<file path="src/rtl/player_motion_controller.sv">
// Per-frame player position updater: requests a collision check around the current tile,
// then applies horizontal input, jump and gravity against the returned solid-neighbour flags.
module player_motion_controller #(
  parameter int unsigned X_MAX       = 1999,
  parameter int unsigned X_START     = 2,
  parameter int unsigned Y_START     = 10,
  parameter int unsigned JUMP_HEIGHT = 3
) (
  input  logic        clock,
  input  logic        reset,
  input  logic        frame_tick,
  input  logic        btn_left,
  input  logic        btn_right,
  input  logic        btn_jump,
  input  logic        blocked_left,
  input  logic        blocked_right,
  input  logic        blocked_up,
  input  logic        blocked_down,
  input  logic        collide_done,
  output logic        collide_enable,
  output logic [10:0] x_location,
  output logic [3:0]  y_location,
  output logic        airborne,
  output logic        update_done
);

  localparam logic [10:0] X_MAX_L   = X_MAX[10:0];
  localparam logic [10:0] X_START_L = X_START[10:0];
  localparam logic [3:0]  Y_START_L = Y_START[3:0];
  localparam logic [3:0]  JUMP_L    = JUMP_HEIGHT[3:0];

  typedef enum logic [2:0] {
    S_IDLE, S_REQ, S_MOVE_X, S_MOVE_Y, S_RELEASE, S_DONE
  } state_e;

  typedef struct packed {
    logic left;
    logic right;
    logic up;
    logic down;
  } flags_t;

  state_e      state_q, state_d;
  flags_t      flags_q, flags_d;
  logic [10:0] x_q, x_d;
  logic [3:0]  y_q, y_d;
  logic [3:0]  jc_q, jc_d;
  logic [3:0]  jc_eff;
  logic        air_q, air_d;
  logic        enable_q, enable_d;
  logic        done_q, done_d;

  // State register and all datapath flops share one synchronous reset.
  // NOTE: sequential state uses non-blocking assignments so every flop samples pre-edge values.
  always_ff @(posedge clock) begin
    if (reset) begin
      state_q  <= S_IDLE;
      flags_q  <= '0;
      x_q      <= X_START_L;
      y_q      <= Y_START_L;
      jc_q     <= '0;
      air_q    <= 1'b0;
      enable_q <= 1'b0;
      done_q   <= 1'b0;
    end else begin
      state_q  <= state_d;
      flags_q  <= flags_d;
      x_q      <= x_d;
      y_q      <= y_d;
      jc_q     <= jc_d;
      air_q    <= air_d;
      enable_q <= enable_d;
      done_q   <= done_d;
    end
  end

  always_comb begin
    // NOTE: default first so no path through this block can infer a latch.
    state_d = state_q;
    unique case (state_q)
      S_IDLE:    if (frame_tick)    state_d = S_REQ;
      S_REQ:     if (collide_done)  state_d = S_MOVE_X;
      S_MOVE_X:                     state_d = S_MOVE_Y;
      S_MOVE_Y:                     state_d = S_RELEASE;
      S_RELEASE: if (!collide_done) state_d = S_DONE;
      S_DONE:                       state_d = S_IDLE;
      default:                      state_d = S_IDLE;
    endcase
  end

  // Outputs are decoded from the next state so they appear registered in the matching cycle.
  always_comb begin
    enable_d = (state_d == S_REQ) || (state_d == S_MOVE_X) || (state_d == S_MOVE_Y);
    done_d   = (state_d == S_DONE);
  end

  always_comb begin
    flags_d = flags_q;
    x_d     = x_q;
    y_d     = y_q;
    jc_d    = jc_q;
    air_d   = air_q;
    jc_eff  = jc_q;

    if (state_q == S_REQ && collide_done) begin
      flags_d = '{left: blocked_left, right: blocked_right, up: blocked_up, down: blocked_down};
    end

    if (state_q == S_MOVE_X) begin
      if (btn_right && !btn_left && !flags_q.right && x_q < X_MAX_L) begin
        x_d = x_q + 11'd1;
      end else if (btn_left && !btn_right && !flags_q.left && x_q != 11'd0) begin
        x_d = x_q - 11'd1;
      end
    end

    if (state_q == S_MOVE_Y) begin
      // A jump that starts this frame also rises this frame.
      if (jc_q == 4'd0 && flags_q.down && btn_jump) begin
        jc_eff = JUMP_L;
      end
      if (jc_eff != 4'd0) begin
        if (!flags_q.up && y_q != 4'd0) begin
          y_d  = y_q - 4'd1;
          jc_d = jc_eff - 4'd1;
        end else begin
          jc_d = 4'd0;
        end
      end else if (!flags_q.down && y_q != 4'd15) begin
        y_d = y_q + 4'd1;
      end
      air_d = (jc_d != 4'd0) || (!flags_q.down && y_d != 4'd15);
    end
  end

  assign collide_enable = enable_q;
  assign x_location     = x_q;
  assign y_location     = y_q;
  assign airborne       = air_q;
  assign update_done    = done_q;

endmodule
</file>
<file path="config.mk">
export PLATFORM = sky130hd
export DESIGN_NAME = player_motion_controller
export DESIGN_NICKNAME = d
export VERILOG_FILES = /design/src/rtl/player_motion_controller.sv
export SDC_FILE = /design/constraint.sdc
export NUM_CORES = 1
export LEC_CHECK = 0
export CORE_MARGIN = 1.5
export CORE_UTILIZATION = 50
export DETAILED_ROUTE_END_ITERATION = 12
export GPL_ROUTABILITY_DRIVEN = 0
export PLACE_DENSITY_LB_ADDON = 0.25
export SYNTH_ARGS = -nofsm -noshare
export SYNTH_HDL_FRONTEND = slang
export SYNTH_SLANG_ARGS = --single-unit
</file>
<file path="constraint.sdc">
create_clock -name clock -period 5.02 [get_ports clock]
set_input_delay 0.502 -clock clock [delete_from_list [all_inputs] [get_ports clock]]
set_output_delay 0.502 -clock clock [all_outputs]
set_load 0.02 [all_outputs]
</file>
Word level (Yosys, flattened, before mapping)
Index checks and enable logic that the tools add are counted.

Register bits: 29. Latch bits: 0. RAM bits: 0. Memory bits (read-only): 0. Word-level logic and storage cells: 71. Memories kept: 0.

Add/sub/neg operators: 5. $mul: 0. Divide/modulo/power cells: 0. Order comparisons: 1. Eq/ne operators: 10. Shift operators: 0. Mux-type cells: 15. Bitwise logic cells: 0. Reductions and logical operators: 29.

Operators with widths (count): $mux 4 (9); $mux 11 (2); $pmux 3 s5 (1); $eq 3x2->1 const B (4); $logic_and 1x1->1 (12); $reduce_bool 4->1 (3); $add 11x1->11 const B (1); $lt 11x11->1 const B (1); $reduce_bool 11->1 (1); $sub 11x1->11 const B (1); $mux 3 (3); $ne 4x4->1 const B (2); $sub 4x1->4 const B (2); $eq 3x1->1 const B (2); $eq 3x3->1 const B (2); $logic_not 1->1 (6); $add 4x1->4 const B (1); $logic_not 4->1 (1); $logic_not 3->1 (1); $logic_or 1x1->1 (3); $reduce_and 2->1 (1); $reduce_bool 2->1 (1).

Depth between registers and ports, before layout
Gate-level depths: netlist of the first run.

Depth in word-level cells: 11. Gate-level depth with buffers: 10. Mapped depth without buffers: 10.

Worst setup path before layout of the first run
OpenSTA, ideal clock, no wires.

Path type: register -> register. Start: reg x_q[0] (netlist: x_location[0]). End: reg x_q[10] (netlist: x_location[10]). Setup time: 0.121 ns. Arrival: 2.562 ns. Path slack: 2.337 ns. Cell stages (with the launch flop): 11. Path buffers: 0. Path through: dfxtp_1 -> nand4_1 -> a211o_1 -> nand3_1 -> ha_1 -> a21oi_1 -> nand2_1 -> a21oi_1 -> a21oi_1 -> mux2i_1 -> mux2_2.

Cells in the longest elaborated chain, start to end: 4. Elaborated cells between the ends (all ways): 10. Those cells by class: add/sub (2); order compare (1); mux (2); reduce/logical (5).

RTL lines: start: declaration (RTL line 45) `logic [10:0] x_q, x_d;`; start signal: assignment (RTL line 59) `x_q <= X_START_L;`; start signal: assignment (RTL line 68) `x_q <= x_d;`; $lt 11x11->1 / $reduce_bool 11->1 (equally long branches) (RTL line 110, 112); $logic_and 1x1->1 (on tied branches) (RTL line 110, 112); $reduce_bool 2->1 (no source line); $reduce_and 2->1 (no source line).

Several ways; a longest one is shown, not always the timed one. The select of a mux whose other input is x is not followed. A chain may end at the register's enable or synchronous reset.

Final worst setup path of the first run
Start: reg x_q[0] (netlist: x_location[0]). End: reg x_q[9] (netlist: x_location[9]).

The elaborated chain is that of the path after synthesis.

==> out/qor.yml, run 1 <==
cts:
  cts_hold_buf: 0
  htreeDepth: 2
  cts-root-buf: "clkbuf_8"
  cts_buffers: 5
  cts_buffer_depth: 2
  clock-sinks: 29
  cts_setup_buffers: 0
  path_clk_slew_ns: 0.06
  tritoncts: "done"
  cts_resized: 0
  clock_latency_ns: 0.28
floorplanning:
  start_util_pct: 51.3
  row_count: 22
  die_y_um: 64.1
  die-width_um: 64.1
  coreArea_um2: 3630
  pin_count: 29
  die_area_um2: 4100
power:
  peakVddDrop_v: 0.000180
  clkPwrFrac_pct: 41.0
  p_int_uw: 452
  p_seq_share_pct: 40.7
  swShare_pct: 26.0
  switchingPower_uw: 159
  leakage_uw: 0.000837
  power.density_nw_per_um2: 268
  combPwrFrac_pct: 18.3
sta:
  min_period_ns: 3.00
  fin_crit_sh_pct: 59.7
  setup_ws_ns: 2.02
  final_max_slew_viol_count: 0
  fin_tns_setup_ns: 0
  hold_violations: 0
  fmax_mhz: 333
  clock-skew-final_ns: 0.00280
  finalSetupViolations: 0
  rsz0062_at_grt: "no"
  slew_headroom_pct: 28.5
  worst_pin_slew_ns: 1.07
  holdWs_ns: 0.511
route:
  drt_pass1_iterations: 5
  wl_met3_um: 211
  maxUsedRoutingLayer: "met4"
  wl_met2_mm: 1.93
  vias: 1732
  postRouteWirelength_mm: 4.12
  ant_nets: 0
  post-route-drc-count: 0
  drt-met1-wl_mm: 1.95
  drt_iter0_markers: 96
  vias_per_cell: 5.75
  post_drt_wl_per_cell_um: 13.7
logic_synthesis:
  async_flop_share_pct: 0
  ys_types: 44
  synthFlopType: "dfxtp_1"
  synth-edff-count: 0
  ys_warn_count: 0
  synth_xor_xnor_area_share_pct: 5.64
  synth.top_cell.area_share_pct: 31.1
  ys_top_cells_by_area: "dfxtp_1 (31%), ha_1 (8.1%), mux2i_1 (7.0%)"
  synth_compound_area_share_pct: 18.2
  synth_seq_cells: 29
  synth_top_family_by_area: "simple AND/OR/NAND/NOR gates"
  seq_area_frac_synth_pct: 31.1
  synth_common_cells: "dfxtp_1 (29), nor2_1 (29), a21oi_1 (20)"
  synthSimpleGateAreaFrac_pct: 24.8
  yosys.area_share.adder_pct: 9.13
  syn-instance-count: 226
  synth_nets: 250
  yosys.area.top_type: "dfxtp_1"
  synth_mux_area_share_pct: 7.58
  syn_area_per_cell_um2: 8.25
  netlist_area_um2: 1860
setup_path:
  cp-start-kind: "register"
  crit_path_max_fanout: 12
  reg2reg_slack_ns: 2.02
  worst-setup-path-type: "register to register"
  end_kind: "register"
  critPathRequiredTime_ns: 5.14
  arrival_ns: 3.11
finish:
  finalInstanceArea_um2: 2280
  antennaDiodeCount: 0
  syn_to_final_growth_pct: 22.4
  drive_gt1_share_pct: 5.53
  fin_nets: 276
place:
  dp_slack_ns: 1.76
  place_area_um2: 2170
  portBuffers: 28
  hpwlAfterDp_mm: 3.00
global_route:
  grt_first_pass_wirelength_mm: 7.04
  antenna_found_initial: 0
  grt_pass1_vias: 1503
  grtUsageTotal_pct: 21.7
  globalRoute.totalOverflow: 0
  grt_max_degree: 31
job:
  maxCapViolCount: 0
min_path:
  hp-class: "register to register"
status:
  status: "completed"
-- per-layer routing --
layer	vias to the layer above	GRT usage [%]
met2	48	34.1
met1	794	29.7
li1	885	-
met4	0	4.62
met5	-	0
met3	5	5.81
-- power by group through the flow --
stage	combinational, uW	clock (uW)	sequential (uW)
after detailed placement	111	0	254
after CTS	112	256	249
after global placement	110	0	254
after global routing	125	269	250
final	112	251	249
after floorplan	79.5	0	253
-- stage by stage --
step / std cells / util, % / power [uW]
floorplan: 226 / - / 333
global placement: 293 / 59.6 / 364
detailed placement: 293 / 59.6 / 365
CTS: 301 / 62.8 / 617
global route: 301 / 62.8 / 645
finish: 301 / 62.8 / 612
-- cell type report --
type / count / area (um2)
Multi-Input combinational cell: 182 / 1220
Sequential cell: 29 / 581
Fill cell: 337 / 1350
Clock buffer: 7 / 86.3
Tap cell: 48 / 60.1
Inverter: 5 / 18.8
Clock inverter: 1 / 30.0
Timing Repair Buffer: 29 / 288
-- logic make-up after synthesis --
logic type,after synthesis
adders and majority gates,13
AOI/OAI and AO/OA,51
and+or+nand+nor,92
muxes,14
xor gates and xnor gates,12
DFF,29
buffers and inverters,15
-- registers in the layout (all words and copies together), names as in the netlist --
| register | cells |
|---|---|
| collide_enable | 1 |
| y_location | 4 |
| flags_q | 4 |
| airborne | 1 |
| state_q | 3 |
| jc_q | 4 |
| x_location | 11 |
| update_done | 1 |
-- critical path: stages, from the launching register on --
cell and delay [ns]:
dfxtp_1 0.48, nand4_1 0.14, a211o_1 0.32, nand3_1 0.41
ha_1 0.33, a21o_1 0.17, a21oi_1 0.28, o21ai_0 0.25
mux2i_1 0.16, o21ai_0 0.20, a21oi_1 0.09
-- placed cells by master (no fill, tap or decap), types with 2 or more instances in the layout --
cell / instances
a211o_1: 2
a211oi_1: 4
a21o_1: 2
a21oi_1: 20
a22oi_1: 3
and3b_1: 2
clkbuf_8: 6
clkdlybuf4s50_1: 28
dfxtp_1: 29
ha_1: 12
inv_1: 5
mux2i_1: 13
nand2_1: 14
nand3_1: 9
nand3b_1: 2
nand4_1: 6
nor2_1: 29
nor2b_1: 2
nor3_1: 9
nor3b_1: 2
nor4_1: 7
o21ai_0: 9
or3_1: 5
xnor2_1: 8
xor2_1: 4
-- path summary, 6_finish.rpt --
kind | start | end | cells past startpoint
max | x_location[0] | x_location[9] | 10
min | jc_q[1] | jc_q[1] | 2
max reg2reg | x_location[0] | x_location[9] | 10
min reg2reg | jc_q[1] | jc_q[1] | 2
(Power assumes the default switching activity.)
==> run 2, diff against run 1 <==
- CORE_UTILIZATION: 50 -> 48
- clock period: 5.02 -> 2.5 ns (I/O delays scaled with it)
==> run 2 against run 1 <==
Compared with the run above: worst setup slack got worse by 2.0 ns; combinational power rose to 2.8 times the previous value; first-iteration DRC count increased by 22%; worst hold slack got worse by 0.011 ns; critical path type unchanged; via count rose by 13%; register-to-register slack lost 2.0 ns.
==> out/qor.yml, run 2 (synthesized netlist as in run 1, its figures left out) <==
setup_path:
  worst-setup-path-type: "register to register"
  critPathRequiredTime_ns: 2.68
  crit_path_max_fanout: 3
  end_kind: "register"
  reg2reg_slack_ns: 0.05
  arrival_ns: 2.63
  cp-start-kind: "register"
cts:
  cts-root-buf: "clkbuf_8"
  cts_buffer_depth: 2
  path_clk_slew_ns: 0.07
  tritoncts: "done"
  cts_buffers: 5
  htreeDepth: 2
  cts_hold_buf: 0
  clock-sinks: 29
  clock_latency_ns: 0.29
finish:
  largest_reg_flops: 11
  fillers: 287
  antennaDiodeCount: 0
  fin_nets: 319
  syn_to_final_growth_pct: 45.7
  drive_gt1_share_pct: 28.4
  multi_input_area_um2: 1350
  fin_cells: 344
  layout_commonest_cell: "buf_4"
  regArea_um2: 594
  final_cell_mix: "buf_4 (43), nor2_1 (27), clkdlybuf4s50_1 (27)"
  final_util_pct: 73.6
floorplanning:
  die-width_um: 65.3
  row_count: 22
  coreArea_um2: 3690
  start_util_pct: 50.5
  pin_count: 29
  die_y_um: 65.3
  die_area_um2: 4270
power:
  power_uw: 1190
  power.density_nw_per_um2: 436
  switchingPower_uw: 360
  swShare_pct: 30.4
  p_int_uw: 825
  clkPwrFrac_pct: 32.4
  leakage_uw: 0.00106
  combPwrFrac_pct: 26.1
  p_seq_share_pct: 41.5
  peakVddDrop_v: 0.000315
place:
  hpwlAfterDp_mm: 3.41
  dp.cells: 328
  portBuffers: 28
sta:
  fin_crit_sh_pct: 97.8
  fmax_mhz: 409
  slew_headroom_pct: 68.4
  fin_tns_setup_ns: 0
  clock-skew-final_ns: 0.00820
  worst_pin_slew_ns: 0.472
  rsz0062_at_grt: "yes"
  hold_violations: 0
  min_period_ns: 2.45
  finalSetupViolations: 0
  final_max_slew_viol_count: 0
  holdWs_ns: 0.499
status:
  status: "completed"
global_route:
  grt_max_degree: 16
  grtUsageTotal_pct: 24.5
  grt_first_pass_wirelength_mm: 8.16
  grt_pass1_vias: 1825
  antenna_found_initial: 0
  globalRoute.totalOverflow: 0
route:
  post-route-drc-count: 0
  drt_iter0_markers: 117
  vias_per_cell: 5.70
  drt_pass1_iterations: 4
  vias: 1960
  postRouteWirelength_mm: 4.90
  post_drt_wl_per_cell_um: 14.2
  ant_nets: 0
min_path:
  hp-class: "register to register"
job:
  maxCapViolCount: 0
run 2: final cells by class:
| class | instances | share of cell area, % |
|---|---|---|
| well taps | 48 | 2.21 |
| multi-input cells | 183 | 49.7 |
| clock inverters | 3 | 0.645 |
| repair buffers | 71 | 22.3 |
| clock buffers | 5 | 2.53 |
| inverters | 5 | 0.691 |
| flip-flops and latches | 29 | 21.9 |
run 2: stage by stage:
step,area [um2],worst slack [ns]
floorplan,1870,0.0256
global route,2720,-0.0689
finish,2720,0.0543
global placement,2440,-0.216
detailed placement,2440,-0.321
CTS,2600,0.0155
run 2: path summary, 6_finish.rpt:
path               from  endpoint  cells past startpoint
max          flags_q[0]  airborne                     11
min            airborne  airborne                      2
max reg2reg  flags_q[0]  airborne                     11
min reg2reg    airborne  airborne                      2
run 2: timing repair:
action,4_1_cts,5_1_grt
resized for setup,8,22
gates cloned,0,1
setup endpoints to repair,4,6
buffers inserted,3,4
pin swaps,3,10
run 2: worst max-delay path, cell delays in order (launching register included):
cell	delay, ns
dfxtp_2	0.33
nand2_2	0.07
nor4_2	0.04
nor2_1	0.15
ha_2	0.24
or3b_4	0.40
a311oi_4	0.30
buf_4	0.19
nor3_2	0.04
nor2_1	0.16
nor4_1	0.09
o41ai_1	0.32
run 2: layer usage:
metal,share of wire [%],up-vias,GRT usage (%)
li1,-,970,-
met1,47,927,31.7
met2,46,51,38.8
met3,5.0,12,6.16
met4,2.3,0,10.4
met5,0,-,0
run 2: power by group through the flow:
stage,logic [uW],clock network [uW],registers [uW]
2_1_floorplan,160,0,509
3_5_place_dp,274,0,503
5_1_grt,338,417,493
3_3_place_gp,270,0,502
4_1_cts,288,392,493
6_report,310,384,492
